`src/rtl/elevator_control_4floors.sv`:
```
// Four-floor collective elevator controller: latches calls, sweeps in one direction
// serving every call ahead before reversing, and dwells at each served floor.
module elevator_control_4floors #(
  parameter int FLOOR_CYCLES = 1,
  parameter int DOOR_CYCLES  = 2
) (
  input  logic       clk,
  input  logic       reset,
  input  logic [3:0] request,
  output logic [1:0] current_floor,
  output logic       moving
);

  localparam int CW = 16;
  localparam logic [CW-1:0] FLOOR_LAST = CW'(FLOOR_CYCLES - 1);
  localparam logic [CW-1:0] DOOR_LAST  = CW'(DOOR_CYCLES - 1);

  typedef enum logic [1:0] {IDLE, UP, DOWN, DOOR} state_t;

  state_t        state, state_nxt;
  logic [3:0]    pend, pend_nxt, calls, served;
  logic          last_up, last_up_nxt;
  logic [1:0]    floor_nxt, arrive_floor;
  logic [CW-1:0] cnt, cnt_nxt;
  logic          moving_nxt;
  logic          ahead_here, behind_here, ahead_arrive;

  function automatic logic calls_above(input logic [3:0] c, input logic [1:0] f);
    logic r;
    r = 1'b0;
    for (int i = 0; i < 4; i++)
      if (i > int'(f)) r = r | c[i];
    return r;
  endfunction

  function automatic logic calls_below(input logic [3:0] c, input logic [1:0] f);
    logic r;
    r = 1'b0;
    for (int i = 0; i < 4; i++)
      if (i < int'(f)) r = r | c[i];
    return r;
  endfunction

  function automatic logic [3:0] floor_bit(input logic [1:0] f);
    return 4'b0001 << f;
  endfunction

  always_ff @(posedge clk or negedge reset) begin
    if (!reset) begin
      state         <= IDLE;
      current_floor <= 2'd0;
      moving        <= 1'b0;
      pend          <= 4'b0;
      cnt           <= '0;
      last_up       <= 1'b1;
    end else begin
      state         <= state_nxt;
      current_floor <= floor_nxt;
      moving        <= moving_nxt;
      pend          <= pend_nxt;
      cnt           <= cnt_nxt;
      last_up       <= last_up_nxt;
    end
  end

  // Calls pressed this very edge count as pending, so a car arriving can stop for them.
  always_comb begin
    calls        = pend | request;
    state_nxt    = state;
    floor_nxt    = current_floor;
    cnt_nxt      = cnt;
    last_up_nxt  = last_up;
    served       = 4'b0;
    ahead_here   = last_up ? calls_above(calls, current_floor) : calls_below(calls, current_floor);
    behind_here  = last_up ? calls_below(calls, current_floor) : calls_above(calls, current_floor);
    arrive_floor = (state == UP) ? current_floor + 2'd1 : current_floor - 2'd1;
    ahead_arrive = (state == UP) ? calls_above(calls, arrive_floor)
                                 : calls_below(calls, arrive_floor);

    case (state)
      IDLE: begin
        if (calls[current_floor]) begin
          state_nxt = DOOR;
          served    = floor_bit(current_floor);
          cnt_nxt   = '0;
        end else if (ahead_here) begin
          state_nxt = last_up ? UP : DOWN;
          cnt_nxt   = '0;
        end else if (behind_here) begin
          state_nxt   = last_up ? DOWN : UP;
          last_up_nxt = ~last_up;
          cnt_nxt     = '0;
        end
      end
      UP, DOWN: begin
        if (cnt != FLOOR_LAST) begin
          cnt_nxt = cnt + 1'b1;
        end else begin
          floor_nxt = arrive_floor;
          cnt_nxt   = '0;
          if (calls[arrive_floor]) begin
            state_nxt = DOOR;
            served    = floor_bit(arrive_floor);
          end else if (!ahead_arrive) begin
            state_nxt = IDLE;
          end
        end
      end
      DOOR: begin
        // A fresh call for this floor holds the door open for a full new dwell.
        if (calls[current_floor]) begin
          served  = floor_bit(current_floor);
          cnt_nxt = '0;
        end else if (cnt != DOOR_LAST) begin
          cnt_nxt = cnt + 1'b1;
        end else begin
          cnt_nxt = '0;
          if (ahead_here) begin
            state_nxt = last_up ? UP : DOWN;
          end else if (behind_here) begin
            state_nxt   = last_up ? DOWN : UP;
            last_up_nxt = ~last_up;
          end else begin
            state_nxt = IDLE;
          end
        end
      end
      default: state_nxt = IDLE;
    endcase

    pend_nxt   = calls & ~served;
    moving_nxt = (state_nxt == UP) || (state_nxt == DOWN);
  end

endmodule

```
`config.mk`:
```
export PLATFORM = sky130hd
export DESIGN_NAME = elevator_control_4floors
export DESIGN_NICKNAME = d
export VERILOG_FILES = /design/src/rtl/elevator_control_4floors.sv
export SDC_FILE = /design/constraint.sdc
export NUM_CORES = 1
export LEC_CHECK = 0
export ABC_AREA = 1
export BUFFER_PORTS_ARGS = -buffer_cell sky130_fd_sc_hd__buf_2
export CORE_UTILIZATION = 55
export CTS_CLUSTER_SIZE = 10
export DETAILED_ROUTE_END_ITERATION = 12
export PLACE_DENSITY_LB_ADDON = 0.25
export RECOVER_POWER = 25
export SETUP_SLACK_MARGIN = 0.5
export SYNTH_ARGS = -nofsm -noshare
export SYNTH_HDL_FRONTEND = slang
export SYNTH_SLANG_ARGS = --single-unit
```
`constraint.sdc`:
```
create_clock -name clk -period 4.9 [get_ports clk]
set_input_delay 0 -clock clk [delete_from_list [all_inputs] [get_ports clk]]
set_output_delay 0 -clock clk [all_outputs]
set_load 0.02 [all_outputs]
```
==> run summary <==
crit path max-delay cell type -> dfrtp_1
Clock H-tree levels -> 1
num ports -> 9
DR vias/cell -> 5.38
global-route wire length before repair -> 7.43 mm
sequential share of the synthesized area -> 31.4%
Inserted Clock Buffers -> 3
RSZ-0062 raised after global routing -> no
largest net degree at the start of global routing -> 27
Buffers on Ports -> 8
Initial Utilization -> 59.9%
Comb pwr share -> 63.7%
chip width -> 63.5 µm
total gr overflow -> 0
crit path DAT -> 2.53 ns
Total GRT Usage -> 23.4%
Worst Hold Class -> input port to register
die area -> 4030 µm²
final clock period utilization by the worst path -> 47.1%
Ys Warns -> 0
pre-CTS setup slack -> 2.63 ns
drt wl/cell -> 12.5 µm
CTS clock-pin slew for the worst setup and hold paths -> 0.09 ns
CTS root buf -> clkbuf_8
total clock sinks -> 26
Clock power frac -> 11.3%
highest clock rate -> 0.433 GHz
number of diodes -> 0
area grow syn2layout -> 5.96%
adder-cell share of the synthesized area -> 7.22%
Seq cells post-synth -> 26
antenna violations before repair -> 0
crit-path most repeated cell -> nand2_1
row count -> 21
Cell variety after synth -> 36
Critical Path Fanout Max -> 13
Final Hold Viols -> 0
register share of total power -> 25.1%
cell taking the most area after synthesis -> dfrtp_1
Setup crit start kind -> register
Max Slew Vio Count -> 0
vias in the first global route -> 1691
Rel. slew slack -> 5.62%
P_int -> 0.598 mW
VDD IR max -> 0.364 mV
Multi-input gate area -> 1220 µm²
syn avg cell area -> 7.37 µm²
fin area -> 2200 µm²
total negative slack -> 0 ns
Total Wirelength -> 4.20 mm
DIE HEIGHT -> 63.5 µm
outcome -> complete, no violations
ys async rst share -> 100%
Simple-Gate Fraction of Synth Area -> 34.7%
1st-iter DRT viols -> 128
Setup WS post-layout -> 2.59 ns
final setup fails -> 0
power per cell area -> 570 nW/µm²
Cells after Synth -> 282
mux cell area share after synthesis -> 0%
Psw -> 0.657 mW
worst skew pair latency -> 0.27 ns
worst slew pin tran -> 1.42 ns
CTS tree -> yes
Fillers -> 321
Leakage -> 1.09 nW
Setup Crit Path Kind -> register to register
RD Place Congestion -> 0.917
# resized after CTS -> 0
Clock Skew -> 0.00226 ns
CP cell instances -> inv_2 -> ha_1 -> inv_1 -> nand2_1 -> nand2_1 -> nand2_1 -> nand2_1 -> nand3_1 -> nand2_1 -> nand2_1 -> nand2_1 -> nand2_1 -> nand2_1 -> nand2_1 -> nand2_1 -> nand2_1 -> nand2_1
register area -> 652 µm²
Synth Net Count -> 300
Min Clock Period, post-route -> 2.31 ns
CP endpoint kind -> register
placed cell areas -> 2140 µm²
layout cells sized above 1 -> 17.2%
Worst EP required -> 5.12 ns
Pre-antenna DRT Iters -> 4
Synth Area in XOR/XNOR -> 2.95%
largest family of logic cells by synthesized area -> simple AND/OR/NAND/NOR gates
EDFF count, synth -> 0
vias -> 1813
post-synth top area share -> 30.1%
Synth area leaders -> dfrtp_1 30%, nand2_1 15%, ha_1 7.2%, inv_1 6.1%, nand3_1 4.3%
sw frac -> 52.3%
DRT antenna net count -> 0
Clock Tree Buf Depth -> 2
Final nets -> 310
Max Cap Violations -> 0
complex-gate fraction of the synthesized area -> 14.0%
Netlist Area Pre-Place -> 2080 µm²
setup bufs post-CTS -> 0
core footprint -> 3470 µm²
crit-path max cell delay -> 0.58 ns
dpl hpwl -> 3.11 mm
DRC violations left -> 0
Synth Flop Type -> dfrtp_1
state kept, by name, indices dropped and copies added, names as in the netlist:
signal / flops
moving: 1
pend: 4
current_floor: 2
last_up: 1
state: 2
cnt: 16
worst paths after layout:
| path | start | endpoint | slack (ns) | cells after the start |
|---|---|---|---|---|
| min reg2reg | last_up$_DFFE_PN1P_ | last_up$_DFFE_PN1P_ | 0.53 | 2 |
| max in group asynchronous | reset | cnt[0]$_DFFE_PN0P_ | 3.49 | 2 |
| max | current_floor[0]$_DFFE_PN0P_ | moving$_DFF_PN0_ | 2.59 | 17 |
| max reg2reg | current_floor[0]$_DFFE_PN0P_ | moving$_DFF_PN0_ | 2.59 | 17 |
| min in group asynchronous | reset | cnt[9]$_DFFE_PN0P_ | 0.58 | 2 |
| min | request[2] | pend[2]$_DFF_PN0_ | 0.15 | 3 |
kinds of logic (layout without fill, tap and decap cells):
kind of cell,count (synthesis),after routing
AND/OR/NAND/NOR,148,148
XOR/XNOR,7,7
flip-flops,26,26
AO/OA/AOI/OAI,41,41
buffers and inverters,48,57
adder cells (fa/ha/maj),12,12
through the flow:
| step | cells | power (mW) | hold WS (ns) | util [%] |
|---|---|---|---|---|
| after floorplan | 282 | 0.962 | -0.296 | - |
| after global placement | 332 | 1.10 | 0.0384 | 61.7 |
| after detailed placement | 332 | 1.10 | 0.0451 | 61.7 |
| after CTS | 337 | 1.25 | 0.127 | 63.5 |
| after global routing | 337 | 1.38 | 0.171 | 63.5 |
| final | 337 | 1.26 | 0.150 | 63.5 |
layout make-up:
cell class | count | area share (%)
flip-flops and latches | 26 | 29.6
multi-input cells | 208 | 55.6
inverters | 44 | 7.50
clock buffers | 4 | 2.50
repair buffers | 9 | 2.22
well taps | 46 | 2.61
cells in the final DEF, fill, tap and decap left out, types with 2 or more instances in the layout:
cell type	Yosys	layout
a21oi_1	2	2
a31oi_1	2	2
buf_2	0	7
clkbuf_8	0	4
dfrtp_1	25	25
ha_1	12	12
inv_1	34	34
inv_2	10	10
nand2_1	84	84
nand2_2	2	2
nand2_4	4	4
nand3_1	18	18
nand3_2	3	3
nand3_4	2	2
nand4_1	2	2
nor2_1	19	19
nor2_2	2	2
nor2_4	3	3
nor3_1	6	6
o21ai_0	14	14
o21ai_1	7	7
o21ai_2	2	2
o22ai_1	3	3
o22ai_2	5	5
xor2_1	6	6
cells in the mapped netlist (all sizes together) (2+ instances only):
library cell,count
nor3,8
o22ai,8
a31oi,2
buf,3
nand2,90
inv,44
nand3,23
ha,12
nand4,2
dfrtp,25
o21ai,23
nor2,24
a21oi,3
a21boi,2
xor2,6
critical path: cells and delay by family, from the launching register on:
kind                       cells  cell delay (ns)
DFF                            1             0.58
adders and majority gates      1             0.37
buffers and inverters          2             0.29
and+or+nand+nor               14             1.01
power by group through the flow:
stage               registers [mW]  clock network (mW)  logic (mW)
detailed placement           0.319                   0       0.785
CTS                          0.315               0.146       0.792
global placement             0.317                   0       0.784
global route                 0.325               0.152       0.898
finish                       0.315               0.141       0.799
floorplan                    0.320                   0       0.641
layer usage:
layer	vias up	track usage (%)	wire length [µm]
met5	-	0	0
met4	0	7.67	74
met3	10	2.90	191
met2	57	37.9	1900
met1	824	32.2	2040
li1	922	-	-
repair_timing:
action | 4_1_cts | 5_1_grt
hold buffers | 1 | 0
endpoints found under the setup margin | 0 | 0
endpoints found under the hold margin | 25 | 0
Power figures use the tool's default switching activity.
